--- src/rtl/pool_window_reader_pkg.sv ---
// pool_window_reader_pkg: shared state encoding, window element slots and width helper
package pool_window_reader_pkg;
  typedef enum logic [2:0] {S_IDLE, S_TOP, S_BOT, S_LAST, S_OUT, S_DONE} state_t;
  localparam int TL = 0;
  localparam int TR = 1;
  localparam int BL = 2;
  localparam int BR = 3;
  function automatic int idx_width(input int n);
    return n > 1 ? $clog2(n) : 1;
  endfunction
endpackage

--- src/rtl/pool_window_reader_if.sv ---
// pool_window_reader_if: memory read ports, window output and valid/ready handshake
interface pool_window_reader_if
  import pool_window_reader_pkg::*;
#(
  parameter int DATA_WIDTH       = 32,
  parameter int IFM_SIZE         = 16,
  parameter int ADDRESS_SIZE_IFM = $clog2(IFM_SIZE * IFM_SIZE),
  parameter int OFM_SIZE         = IFM_SIZE / 2
);
  localparam int OW = idx_width(OFM_SIZE);
  logic                        start;
  logic [ADDRESS_SIZE_IFM-1:0] Address_A;
  logic [ADDRESS_SIZE_IFM-1:0] Address_B;
  logic                        Enable_Read_A_Mem;
  logic                        Enable_Read_B_Mem;
  logic [DATA_WIDTH-1:0]       Data_Output_A_Mem1;
  logic [DATA_WIDTH-1:0]       Data_Output_B_Mem1;
  logic [DATA_WIDTH-1:0]       Data_Output_A_Mem2;
  logic [DATA_WIDTH-1:0]       Data_Output_B_Mem2;
  logic [4*DATA_WIDTH-1:0]     Window_Mem1;
  logic [4*DATA_WIDTH-1:0]     Window_Mem2;
  logic [OW-1:0]               OFM_Row;
  logic [OW-1:0]               OFM_Col;
  logic                        window_valid;
  logic                        window_ready;
  logic                        busy;
  logic                        done;
  modport master (
    input  start, Data_Output_A_Mem1, Data_Output_B_Mem1, Data_Output_A_Mem2,
           Data_Output_B_Mem2, window_ready,
    output Address_A, Address_B, Enable_Read_A_Mem, Enable_Read_B_Mem, Window_Mem1,
           Window_Mem2, OFM_Row, OFM_Col, window_valid, busy, done
  );
  modport slave (
    output start, Data_Output_A_Mem1, Data_Output_B_Mem1, Data_Output_A_Mem2,
           Data_Output_B_Mem2, window_ready,
    input  Address_A, Address_B, Enable_Read_A_Mem, Enable_Read_B_Mem, Window_Mem1,
           Window_Mem2, OFM_Row, OFM_Col, window_valid, busy, done
  );
endinterface

--- src/rtl/pool_window_addr_gen.sv ---
// pool_window_addr_gen: raster r/c window counters and top/bottom row base addresses
module pool_window_addr_gen
  import pool_window_reader_pkg::*;
#(
  parameter  int IFM_SIZE         = 16,
  parameter  int ADDRESS_SIZE_IFM = $clog2(IFM_SIZE * IFM_SIZE),
  parameter  int OFM_SIZE         = IFM_SIZE / 2,
  localparam int OW               = idx_width(OFM_SIZE)
) (
  input  logic                        clk,
  input  logic                        reset,
  input  logic                        advance_i,
  input  logic                        clear_i,
  output logic [ADDRESS_SIZE_IFM-1:0] top_addr_o,
  output logic [ADDRESS_SIZE_IFM-1:0] bot_addr_o,
  output logic                        last_o,
  output logic [OW-1:0]               row_o,
  output logic [OW-1:0]               col_o
);
  localparam logic [ADDRESS_SIZE_IFM-1:0] IFM_A = ADDRESS_SIZE_IFM'(IFM_SIZE);
  logic [OW-1:0] r_q, r_d, c_q, c_d;
  logic          c_last;
  assign c_last = c_q == OW'(OFM_SIZE - 1);
  assign last_o = c_last && r_q == OW'(OFM_SIZE - 1);
  always_comb begin
    c_d = clear_i ? '0 : advance_i ? (c_last ? '0 : c_q + 1'b1) : c_q;
    r_d = clear_i ? '0 : (advance_i && c_last) ? r_q + 1'b1 : r_q;
  end
  always_ff @(posedge clk or negedge reset) begin
    if (!reset) begin
      r_q <= '0;
      c_q <= '0;
    end else begin
      r_q <= r_d;
      c_q <= c_d;
    end
  end
  // window origin is (2r, 2c); the bottom row sits one map row below
  assign top_addr_o = ADDRESS_SIZE_IFM'({r_q, 1'b0}) * IFM_A + ADDRESS_SIZE_IFM'({c_q, 1'b0});
  assign bot_addr_o = top_addr_o + IFM_A;
  assign row_o      = r_q;
  assign col_o      = c_q;
endmodule

--- src/rtl/pool_window_reader.sv ---
// pool_window_reader: fetches 2x2 windows from paired dual-port memories for max-pooling
module pool_window_reader
  import pool_window_reader_pkg::*;
#(
  parameter int DATA_WIDTH       = 32,
  parameter int IFM_SIZE         = 16,
  parameter int ADDRESS_SIZE_IFM = $clog2(IFM_SIZE * IFM_SIZE),
  parameter int OFM_SIZE         = IFM_SIZE / 2
) (
  input logic                 clk,
  input logic                 reset,
  pool_window_reader_if.master bus
);
  localparam int OW = idx_width(OFM_SIZE);
  state_t                        state_q, state_d;
  logic [3:0][DATA_WIDTH-1:0]    win1_q, win1_d, win2_q, win2_d;
  logic [ADDRESS_SIZE_IFM-1:0]   top_addr, bot_addr, addr_a;
  logic [OW-1:0]                 row, col;
  logic                          last, advance, clear, rd;
  pool_window_addr_gen #(
    .IFM_SIZE        (IFM_SIZE),
    .ADDRESS_SIZE_IFM(ADDRESS_SIZE_IFM),
    .OFM_SIZE        (OFM_SIZE)
  ) u_addr (
    .clk       (clk),
    .reset     (reset),
    .advance_i (advance),
    .clear_i   (clear),
    .top_addr_o(top_addr),
    .bot_addr_o(bot_addr),
    .last_o    (last),
    .row_o     (row),
    .col_o     (col)
  );
  always_comb begin
    state_d = state_q;
    advance = 1'b0;
    clear   = 1'b0;
    unique case (state_q)
      S_IDLE: state_d = bus.start ? S_TOP : S_IDLE;
      S_TOP:  state_d = S_BOT;
      S_BOT:  state_d = S_LAST;
      S_LAST: state_d = S_OUT;
      S_OUT: begin
        state_d = bus.window_ready ? (last ? S_DONE : S_TOP) : S_OUT;
        advance = bus.window_ready && !last;
      end
      S_DONE: begin
        state_d = S_IDLE;
        clear   = 1'b1;
      end
      default: state_d = S_IDLE;
    endcase
  end
  // read data lags the enable by one cycle: top row lands in BOT, bottom row in LAST
  always_comb begin
    win1_d = win1_q;
    win2_d = win2_q;
    if (state_q == S_BOT) begin
      win1_d[TL] = bus.Data_Output_A_Mem1;
      win1_d[TR] = bus.Data_Output_B_Mem1;
      win2_d[TL] = bus.Data_Output_A_Mem2;
      win2_d[TR] = bus.Data_Output_B_Mem2;
    end
    if (state_q == S_LAST) begin
      win1_d[BL] = bus.Data_Output_A_Mem1;
      win1_d[BR] = bus.Data_Output_B_Mem1;
      win2_d[BL] = bus.Data_Output_A_Mem2;
      win2_d[BR] = bus.Data_Output_B_Mem2;
    end
  end
  always_ff @(posedge clk or negedge reset) begin
    if (!reset) begin
      state_q <= S_IDLE;
      win1_q  <= '0;
      win2_q  <= '0;
    end else begin
      state_q <= state_d;
      win1_q  <= win1_d;
      win2_q  <= win2_d;
    end
  end
  assign rd                    = state_q == S_TOP || state_q == S_BOT;
  assign addr_a                = state_q == S_TOP ? top_addr : state_q == S_BOT ? bot_addr : '0;
  assign bus.Address_A         = addr_a;
  assign bus.Address_B         = rd ? addr_a + 1'b1 : '0;
  assign bus.Enable_Read_A_Mem = rd;
  assign bus.Enable_Read_B_Mem = rd;
  assign bus.Window_Mem1       = win1_q;
  assign bus.Window_Mem2       = win2_q;
  assign bus.OFM_Row           = row;
  assign bus.OFM_Col           = col;
  assign bus.window_valid      = state_q == S_OUT;
  assign bus.busy              = state_q != S_IDLE;
  assign bus.done              = state_q == S_DONE;
endmodule

--- src/flat_wrapper.sv ---
// flat-port wrapper written by rule: the top's interface ports become plain ports
module pool_window_reader_flat import pool_window_reader_pkg::*;
#(
  parameter int DATA_WIDTH       = 32,
  parameter int IFM_SIZE         = 16,
  parameter int ADDRESS_SIZE_IFM = $clog2(IFM_SIZE * IFM_SIZE),
  parameter int OFM_SIZE         = IFM_SIZE / 2
)
  (clk, reset, bus_start, bus_Data_Output_A_Mem1, bus_Data_Output_B_Mem1, bus_Data_Output_A_Mem2, bus_Data_Output_B_Mem2, bus_window_ready, bus_Address_A, bus_Address_B, bus_Enable_Read_A_Mem, bus_Enable_Read_B_Mem, bus_Window_Mem1, bus_Window_Mem2, bus_OFM_Row, bus_OFM_Col, bus_window_valid, bus_busy, bus_done);
  pool_window_reader_if #(.DATA_WIDTH(DATA_WIDTH), .IFM_SIZE(IFM_SIZE), .ADDRESS_SIZE_IFM(ADDRESS_SIZE_IFM), .OFM_SIZE(OFM_SIZE)) bus_i ();
  input logic clk;
  input logic reset;
  input wire logic [$bits(bus_i.start)-1:0] bus_start;
  input wire logic [$bits(bus_i.Data_Output_A_Mem1)-1:0] bus_Data_Output_A_Mem1;
  input wire logic [$bits(bus_i.Data_Output_B_Mem1)-1:0] bus_Data_Output_B_Mem1;
  input wire logic [$bits(bus_i.Data_Output_A_Mem2)-1:0] bus_Data_Output_A_Mem2;
  input wire logic [$bits(bus_i.Data_Output_B_Mem2)-1:0] bus_Data_Output_B_Mem2;
  input wire logic [$bits(bus_i.window_ready)-1:0] bus_window_ready;
  output wire logic [$bits(bus_i.Address_A)-1:0] bus_Address_A;
  output wire logic [$bits(bus_i.Address_B)-1:0] bus_Address_B;
  output wire logic [$bits(bus_i.Enable_Read_A_Mem)-1:0] bus_Enable_Read_A_Mem;
  output wire logic [$bits(bus_i.Enable_Read_B_Mem)-1:0] bus_Enable_Read_B_Mem;
  output wire logic [$bits(bus_i.Window_Mem1)-1:0] bus_Window_Mem1;
  output wire logic [$bits(bus_i.Window_Mem2)-1:0] bus_Window_Mem2;
  output wire logic [$bits(bus_i.OFM_Row)-1:0] bus_OFM_Row;
  output wire logic [$bits(bus_i.OFM_Col)-1:0] bus_OFM_Col;
  output wire logic [$bits(bus_i.window_valid)-1:0] bus_window_valid;
  output wire logic [$bits(bus_i.busy)-1:0] bus_busy;
  output wire logic [$bits(bus_i.done)-1:0] bus_done;
  assign bus_i.start = bus_start;
  assign bus_i.Data_Output_A_Mem1 = bus_Data_Output_A_Mem1;
  assign bus_i.Data_Output_B_Mem1 = bus_Data_Output_B_Mem1;
  assign bus_i.Data_Output_A_Mem2 = bus_Data_Output_A_Mem2;
  assign bus_i.Data_Output_B_Mem2 = bus_Data_Output_B_Mem2;
  assign bus_i.window_ready = bus_window_ready;
  assign bus_Address_A = bus_i.Address_A;
  assign bus_Address_B = bus_i.Address_B;
  assign bus_Enable_Read_A_Mem = bus_i.Enable_Read_A_Mem;
  assign bus_Enable_Read_B_Mem = bus_i.Enable_Read_B_Mem;
  assign bus_Window_Mem1 = bus_i.Window_Mem1;
  assign bus_Window_Mem2 = bus_i.Window_Mem2;
  assign bus_OFM_Row = bus_i.OFM_Row;
  assign bus_OFM_Col = bus_i.OFM_Col;
  assign bus_window_valid = bus_i.window_valid;
  assign bus_busy = bus_i.busy;
  assign bus_done = bus_i.done;
  pool_window_reader #(.DATA_WIDTH(DATA_WIDTH), .IFM_SIZE(IFM_SIZE), .ADDRESS_SIZE_IFM(ADDRESS_SIZE_IFM), .OFM_SIZE(OFM_SIZE)) u_core (.clk(clk), .reset(reset), .bus(bus_i));
endmodule
--- config.mk ---
export PLATFORM = sky130hd
export DESIGN_NAME = pool_window_reader_flat
export DESIGN_NICKNAME = d
export VERILOG_FILES = /design/src/rtl/pool_window_reader_pkg.sv /design/src/rtl/pool_window_reader_if.sv /design/src/rtl/pool_window_addr_gen.sv /design/src/rtl/pool_window_reader.sv /design/src/flat_wrapper.sv
export SDC_FILE = /design/constraint.sdc
export NUM_CORES = 1
export LEC_CHECK = 0
export BUFFER_PORTS_ARGS = -buffer_cell sky130_fd_sc_hd__buf_4
export CAP_MARGIN = 5
export CORE_AREA = 2 2 159 161
export CTS_BUF_LIST = sky130_fd_sc_hd__clkbuf_4
export CTS_CLUSTER_SIZE = 16
export DETAILED_ROUTE_END_ITERATION = 16
export DIE_AREA = 0 0 161 163
export PLACE_DENSITY_LB_ADDON = 0.08
export SLEW_MARGIN = 20
export SYNTH_ARGS = -nofsm -noshare
export SYNTH_HDL_FRONTEND = slang
export SYNTH_SLANG_ARGS = --single-unit
--- constraint.sdc ---
create_clock -name clk -period 2 [get_ports clk]
set_input_delay 0 -clock clk [delete_from_list [all_inputs] [get_ports clk]]
set_output_delay 0 -clock clk [all_outputs]
set_load 0.05 [all_outputs]
# Yosys cells after proc, flatten, opt, wreduce, memory -nomap -nowiden
# Cells that the tools add are included.
[totals]
regBits = 265
latchBits = 0
mem_bits_rw = 0
rom_bits = 0
output_inout_bits = 283
elab_cells = 46
memories = 0
[classes]
add_sub_neg = 5
mul = 0
div_mod_pow = 0
n_lt_le_gt_ge = 0
n_eq_ne = 7
shifts = 0
mux = 14
n_bitwise = 0
reduce_logical = 9
[ops]
columns = ["op", "count"]
rows = [
  ["2-to-1 mux 8 bit", 3],
  ["2-to-1 mux 3 bit", 7],
  ["case mux 3 bit (5 select lines)", 1],
  ["== test 3 bit, second input constant", 4],
  ["adder 8 x 1 -> 8 bit, second input constant", 1],
  ["adder 8 x 4 -> 8 bit", 1],
  ["adder 8 x 5 -> 8 bit, second input constant", 1],
  ["adder 3 x 1 -> 3 bit, second input constant", 2],
  ["== test 3 x 2 -> 1 bit, second input constant", 2],
  ["nonzero test 2 bit", 2],
  ["== test 3 x 1 -> 1 bit, second input constant", 1],
  ["logical AND 1 bit", 3],
  ["logical NOT 3 bit", 1],
  ["2-to-1 mux 1 bit", 3],
  ["nonzero test 3 bit", 1],
  ["logical NOT 1 bit", 1],
  ["logical OR 1 bit", 1],
]

# Logic depth before layout (Yosys ltp)
# Gate-level depths: netlist of run 1.
[depth]
depth_word = 8
ltp_mapped = 5
ltp_nobuf = 5

# Modules after synthesis
# A second synthesis of run 1 with hierarchy kept.
[hier_totals]
hier_cells = 660
area_unflattened_um2 = 10481.3
[modules_own_cells]
columns = ["mod", "n_inst", "cells_per_inst", "area_per_inst_um2", "seq_area_each_um2"]
rows = [
  ["pool_window_reader", 1, 612, 10014.6, 6481.2],
  ["pool_window_addr_gen", 1, 48, 466.7, 150.1],
]

# Worst setup path before layout of run 1
# Ideal clock, no wire load.
[synth_timing]
path_kind = "flip-flop to output port"
startpoint = "register u_core.state_q[0]"
endpoint = "output bus_Address_A[1]"
t_arrival_ns = 2.099
t_required_ns = 2.000
path_slack_ns = -0.099
stages_incl_launch_ff = 5
path_buffers = 1
path_cell_list = "dfrtp_1 > buf_6 > xnor2_1 > nor2_1 > and2_1"
[synth_via]
elab_chain_cells = 3
[synth_lines]
columns = ["item", "line_no", "source"]
rows = [
  ["start: declaration", "pool_window_reader.sv:15", "state_t state_q, state_d;"],
  ["start signal: assignment", "pool_window_reader.sv:78", "state_q <= state_d;"],
  ["== test 3 x 2 -> 1 bit", "pool_window_reader.sv:84", "assign addr_a = state_q == S_TOP ? top_addr : state_q == S_BOT ? bot_addr : '0;"],
  ["2-to-1 mux 8 bit", "pool_window_reader.sv:84", ""],
  ["2-to-1 mux 8 bit (*)", "pool_window_reader.sv:84", ""],
  ["end: declaration", "flat_wrapper.sv:19", "output wire logic [$bits(bus_i.Address_A)-1:0] bus_Address_A;"],
]
# Mark *: on every way between the ends. The rest lies on a longest branch, timed or not.

# Worst setup path in the final report of run 1
[layout_timing]
startpoint = "register u_core.state_q[0]"
endpoint = "output bus_Address_A[6]"
# The elaborated chain is that of the path after synthesis.

==> summary.md, run 1 <==
| Metric | Value |
|---|---|
| Result of the run | `finished, final reports clean` |
| Data required time of the critical path | `about 2.0 ns` |
| Post-detail-place hpwl | `about 19 mm` |
| Filler cells | `about 1900` |
| Hold Violations, Final | `0` |
| Full die area | `roughly 0.026 mm^2` |
| Final worst path period need | `around 1.9 ns` |
| Worst min-delay path endpoint | `u_core.bus.Window_Mem2[15]` |
| Synth Instances | `~600` |
| Maximum number of pins on one net before global-route repair | `about 70` |
| FF-to-FF Start | `u_core.state_q[0]` |
| Most area-hungry cell type in the Yosys netlist | `sky130_fd_sc_hd__dfrtp_1` |
| Flop-to-flop setup slack | `0.15 ns` |
| Height of the die | `roughly 160 um` |
| # IOs | `about 420` |
| Detailed-route vias per instance | `approximately 4.6` |
| Number of antenna violations at the first check in global routing | `1` |
| Overall via count from detail_route | `around 7400` |
| CTS root buffer | `sky130_fd_sc_hd__clkbuf_4` |
| Sinks on the clock net | `around 270` |
| RePlAce Congestion | `0.820` |
| Vias in the first global route | `7920` |
| Area share of the leading cell type in the synthesized netlist | `0.655` |
| Fraction of the yosys area taken by sequential cells | `0.655` |
| First-pass GRT wire length | `around 44 mm` |
| Biggest fanout along the worst timing path | `8` |
| Fin. max-slew vios | `0` |
| Slowest cell on crit path | `sky130_fd_sc_hd__dfrtp_2` |
| Synthesized Nets | `744` |
| Placeable core region | `between 0.02 and 0.025 mm^2` |
| Arrival time of the worst setup path | `1.88 ns` |
| Overall die width | `around 160 um` |
| Average wire length per cell after detail routing | `about 18 um` |
| Leading post-synthesis cells by cell area | `sky130_fd_sc_hd__dfrtp_1 65%, sky130_fd_sc_hd__mux2_2 29%, sky130_fd_sc_hd__buf_6 1.3%` |
| Cell type with the highest occurrence count on the critical path | `sky130_fd_sc_hd__buf_4` |
| Clk slew on worst S/H paths | `about 0.06 ns` |
| Buffers added on ports | `approximately 410` |
| Combined area of all synthesized cells | `slightly above 0.01 mm^2` |
| Total DRC errors in the routed layout | `0` |
| Global-route usage over all layers | `0.213` |
| First-iteration detailed-routing DRC count | `between 200 and 300` |
| Max Freq | `between 0.5 and 0.6 GHz` |
| Area growth from synthesis to layout | `60.3%` |
| Max Clock Skew | `0.0361 ns` |
| FF-to-FF path depth | `5` |
| Fraction of final layout cells sized beyond drive strength 1 | `0.656` |
| Aggregate routed wire length | `28.4 mm` |
| Layout Utilization | `0.658` |
| Cell breakdown of the critical path | `xnor2_4 > buf_4 > nor3_1 > buf_4` |
| Hold path startpoint | `bus_Data_Output_A_Mem2[15]` |
| Clock buffers created by TritonCTS | `74` |
| H-tree levels | `3` |
| Starting Density | `0.411` |
| Insertion delay to the later sink of the worst-skew pair | `0.66 ns` |
| WS Path Type | `flop to output pin` |
| # rows | `58` |
| Number of routed nets with antenna violations | `0` |
| Most frequent standard cell in the layout excluding fill and tap cells | `sky130_fd_sc_hd__buf_4` |
| Most frequent cells in the layout | `417 x sky130_fd_sc_hd__buf_4, 262 x sky130_fd_sc_hd__dfrtp_1, 257 x sky130_fd_sc_hd__mux2_2, 132 x sky130_fd_sc_hd__dlygate4sd3_1, 120 x sky130_fd_sc_hd__clkbuf_4` |
| Highest cell delay on the worst timing path | `just under 0.5 ns` |
| Post-layout net count | `roughly 1400` |
| Number of buffers between clock root and the deepest sink | `3` |
| Number of warnings printed during yosys synthesis | `0` |
| Number of max-capacitance violations reported | `0` |
| CTS tree | `done` |
| Critical Path Start Type | `flop` |
| Number of instances on the worst hold path | `3` |
| Number of iterations in the first detailed-routing pass | `4` |
| Critical register-to-register path endpoint | `u_core.bus.Window_Mem1[36]` |
| Final period utilization | `0.942` |
| Remaining global-route overflow | `0` |
| Synthesized area divided by synthesized cell count | `16.7 um^2` |
| Classification of the worst-slack hold path | `input pin to flop` |
| Critical Path Sink Type | `output pin` |
| Number of register bits inferred by synthesis | `265` |
| Number of distinct library cell variants in the gate-level netlist after synthesis | `29` |
| Final setup vio count | `0` |
through the flow:
stage	hold WS, ns	instance area (um^2)	instances	setup WS [ns]	TNS, ns
floorplan	-0.296	10100	608	0.0996	0
finish	0.127	16200	1608	0.116	0
detailed placement	-0.0262	13700	1337	0.266	0
global placement	-0.0224	13700	1337	0.261	0
global route	0.0657	16200	1608	-0.0149	-0.0149
CTS	0.0702	16100	1603	0.0102	0
critical path: cells and delay by family (launching register included):
kind	cells	cell delay, ns
flip-flops	1	0.49
buffers and inverters	2	0.41
XOR/XNOR	1	0.21
AND/OR/NAND/NOR	1	0.14
cell type report:
| cell class | instances | area, um^2 | area share |
|---|---|---|---|
| flip-flops and latches | 265 | 6640 | 0.409 |
| multi-input cells | 306 | 3290 | 0.202 |
| inverters | 4 | 15.0 | 0.000925 |
| clock buffers | 120 | 901 | 0.0555 |
| diodes | 3 | 7.51 | 0.000462 |
| well taps | 330 | 413 | 0.0254 |
| repair buffers | 571 | 4860 | 0.300 |
| clock inverters | 9 | 113 | 0.00694 |
how the worst max path moves through the flow:
stage                      startpoint                      to  slack (ns)  cells past startpoint
2_1_floorplan  u_core.u_addr.row_o[0]  u_core.u_addr.row_o[0]         0.1                      5
3_3_place_gp   u_core.u_addr.row_o[0]  u_core.u_addr.row_o[0]        0.26                      5
3_5_place_dp   u_core.u_addr.row_o[0]  u_core.u_addr.row_o[0]        0.27                      5
4_1_cts             u_core.state_q[0]        bus_Address_A[1]        0.01                      5
5_1_grt             u_core.state_q[0]        bus_Address_A[6]       -0.01                      4
6_report            u_core.state_q[0]        bus_Address_A[6]        0.12                      4
Yosys cell counts (all sizes together):
| master | count |
|---|---|
| a21oi | 3 |
| o21ai | 3 |
| nor3 | 4 |
| and3b | 1 |
| o21a | 1 |
| ha | 4 |
| nor2 | 3 |
| dfrtp | 265 |
| or3b | 1 |
| conb | 1 |
| and2 | 8 |
| nand2 | 4 |
| nor2b | 1 |
| nand3b | 2 |
| mux2i | 2 |
| a21boi | 1 |
| xnor2 | 1 |
| nand4b | 1 |
| inv | 4 |
| o21bai | 1 |
| mux2 | 257 |
| buf | 34 |
| or3 | 2 |
| o211ai | 1 |
| nor3b | 1 |
| a21bo | 1 |
| nand3 | 1 |
per-layer routing:
layer	track usage	vias to the layer above	routed length, um
li1	-	3426	-
met1	0.249	3642	11000
met2	0.361	301	14300
met3	0.0738	45	2330
met4	0.0832	0	701
met5	0	-	0
registers in the layout, indices dropped and copies added, names as in the netlist:
name and count:
u_core.u_addr.col_o 3, u_core.bus.Window_Mem1 128, u_core.state_q 3, u_core.u_addr.row_o 3
u_core.bus.Window_Mem2 128
cell families after synthesis:
family	synth area share
muxes	0.288
DFF	0.655
and+or+nand+nor	0.0174
other	0.000370
xor gates and xnor gates	0.000865
adders and majority gates	0.00494
AOI/OAI and AO/OA	0.00692
buffers and inverters	0.0272
timing repair:
action / 4_1_cts / 5_1_grt
buffers inserted: 2 / 3
endpoints found under the hold margin: 529 / 0
hold buffers: 132 / 0
pin swaps: 1 / 2
endpoints found under the setup margin: 13 / 11
cloned: 3 / 0
gates resized for setup: 4 / 20
Power of run 1 is left out: the tool's default activity adds up to more than one toggle a clock period on the data nets, which glitch-free logic cannot reach.
==> inputs of run 2 (changes only) <==
--- a/config.mk
+++ b/config.mk
@@ -5,7 +5,7 @@
 export SDC_FILE = /design/constraint.sdc
 export NUM_CORES = 1
 export LEC_CHECK = 0
-export BUFFER_PORTS_ARGS = -buffer_cell sky130_fd_sc_hd__buf_4
+export BUFFER_PORTS_ARGS = -buffer_cell sky130_fd_sc_hd__buf_2
 export CAP_MARGIN = 5
 export CORE_AREA = 2 2 159 161
 export CTS_BUF_LIST = sky130_fd_sc_hd__clkbuf_4
==> summary.md, run 2 (synthesis results as in run 1) <==
| Metric | Value |
|---|---|
| Vias in the first global route | `7749 (-2.2%)` |
| Overall via count from detail_route | `7326 (-1.2%)` |
| Area of all placed cells without fillers | `0.0150 mm^2 (-7.8%)` |
| First-iteration detailed-routing DRC count | `271 (-0.37%)` |
| # rows | `58 (unchanged)` |
| Final setup vio count | `0 (unchanged)` |
| # IOs | `415 (unchanged)` |
| Max Freq | `0.528 GHz (-0.49%)` |
| Placeable core region | `0.0247 mm^2 (unchanged)` |
| Most frequent cells in the layout | `401 x sky130_fd_sc_hd__buf_2, 264 x sky130_fd_sc_hd__dfrtp_1, 257 x sky130_fd_sc_hd__mux2_2, 132 x sky130_fd_sc_hd__dlygate4sd3_1, 110 x sky130_fd_sc_hd__clkbuf_4` |
| Classification of the worst-slack hold path | `input pin to flop` |
| Starting Density | `0.411 (unchanged)` |
| Number of max-capacitance violations reported | `0 (unchanged)` |
| Detailed-route vias per instance | `4.61 (about the same)` |
| Final worst path period need | `1.89 ns (+0.00927 ns)` |
| Number of antenna violations at the first check in global routing | `1 (unchanged)` |
| Data required time of the critical path | `2.00 ns (about the same)` |
| CTS tree | `done` |
| Clock buffers created by TritonCTS | `73 (-1.4%)` |
| Aggregate routed wire length | `27.1 mm (-4.4%)` |
| Sinks on the clock net | `265 (unchanged)` |
| Number of routed nets with antenna violations | `0 (unchanged)` |
| Cell area after placement | `0.0126 mm^2 (-7.9%)` |
| Critical Path Sink Type | `output pin` |
| RSZ-0062 raised after global routing | `yes` |
| WS Path Type | `flop to output pin` |
| Area growth from synthesis to layout | `47.7%` |
| CTS root buffer | `sky130_fd_sc_hd__clkbuf_4` |
| Remaining global-route overflow | `0 (unchanged)` |
| Full die area | `0.0262 mm^2 (unchanged)` |
| TNS Setup | `0 ns (unchanged)` |
| Fin. max-slew vios | `0 (unchanged)` |
| Most frequent standard cell in the layout excluding fill and tap cells | `sky130_fd_sc_hd__buf_2` |
| Max Clock Skew | `0.0486 ns (+0.0126 ns)` |
| Post-layout net count | `1350 (-0.59%)` |
| H-tree levels | `3 (unchanged)` |
| Number of iterations in the first detailed-routing pass | `4 (unchanged)` |
| Average wire length per cell after detail routing | `17.1 um (-3.4%)` |
| Global-route usage over all layers | `0.201 (-0.0118)` |
| Final period utilization | `0.947 (+0.00463)` |
| Critical Path Start Type | `flop` |
| Fraction of final layout cells sized beyond drive strength 1 | `0.647 (-0.00941)` |
| Hold Violations, Final | `0 (unchanged)` |
| Maximum number of pins on one net before global-route repair | `71 (+4.4%)` |
| Clk slew on worst S/H paths | `0.07 ns (about the same)` |
| Number of buffers between clock root and the deepest sink | `3 (unchanged)` |
| Overall die width | `161 um (unchanged)` |
| Result of the run | `finished, final reports clean` |
| Biggest fanout along the worst timing path | `7 (-1)` |
| Insertion delay to the later sink of the worst-skew pair | `0.66 ns (about the same)` |
| First-pass GRT wire length | `41.2 mm (-5.5%)` |
| Filler cells | `2113 (+13%)` |
| Height of the die | `163 um (unchanged)` |
| Post-detail-place hpwl | `18.5 mm (-2.7%)` |
| Buffers added on ports | `413 (unchanged)` |
| Arrival time of the worst setup path | `1.89 ns (about the same)` |
| RePlAce Congestion | `0.778 (-5.1%)` |
| Total DRC errors in the routed layout | `0 (unchanged)` |
## run 2: layout make-up
class	instances	area [um^2]	area share
antenna	2	5.00	0.000335
clock buffer	110	826	0.0552
clock inverter	9	33.8	0.00226
inverter	4	15.0	0.00100
multi-input combinational	306	3280	0.219
sequential	265	6630	0.443
tap	330	413	0.0276
timing repair buffer	564	3760	0.251
## run 2: worst paths after layout
path                            slack [ns]                    endpoint  cells after the start                       start
worst max-delay path                  0.11            bus_Address_B[5]                      5           u_core.state_q[0]
min in group asynchronous             0.50  u_core.bus.Window_Mem2[20]                      4                       reset
max in group asynchronous             1.09           u_core.state_q[1]                      4                       reset
worst min register to register        0.50  u_core.bus.Window_Mem2[93]                      1  u_core.bus.Window_Mem2[93]
worst max register to register        0.24  u_core.bus.Window_Mem1[34]                      5           u_core.state_q[1]
worst min-delay path                  0.13  u_core.bus.Window_Mem1[38]                      3   bus_Data_Output_B_Mem1[6]
## run 2: what timing repair did
action                                  in CTS  in global routing
endpoints found under the setup margin      18                 11
setup buffers                                0                  2
hold buffers                               133                  0
gates resized for setup                     17                 16
gates cloned                                 0                  1
hold endpoints to repair                   528                  0
## run 2: per-stage QoR
step | setup slack, ns | hold WS [ns] | util | std cells
after detailed placement | 0.274 | -0.0452 | 0.511 | 1333
after global routing | -0.0265 | 0.0759 | 0.606 | 1590
after floorplan | 0.0996 | -0.296 | - | 608
final | 0.106 | 0.128 | 0.606 | 1590
after CTS | -0.0297 | 0.0770 | 0.603 | 1585
after global placement | 0.288 | -0.0466 | 0.511 | 1333
## run 2: per-layer routing
metal	track usage	vias up	share of wire
li1	-	3410	-
met1	0.220	3576	0.38
met2	0.358	292	0.52
met3	0.0789	48	0.085
met4	0.0645	0	0.021
met5	0	-	0
## run 2: critical path: stages (launching register included)
cell and delay (ns):
sky130_fd_sc_hd__dfrtp_1 0.42, sky130_fd_sc_hd__buf_6 0.16, sky130_fd_sc_hd__xnor2_4 0.28, sky130_fd_sc_hd__nor2_4 0.08, sky130_fd_sc_hd__and2_1 0.18, sky130_fd_sc_hd__buf_6 0.15
Power of run 2 is left out for the same reason.
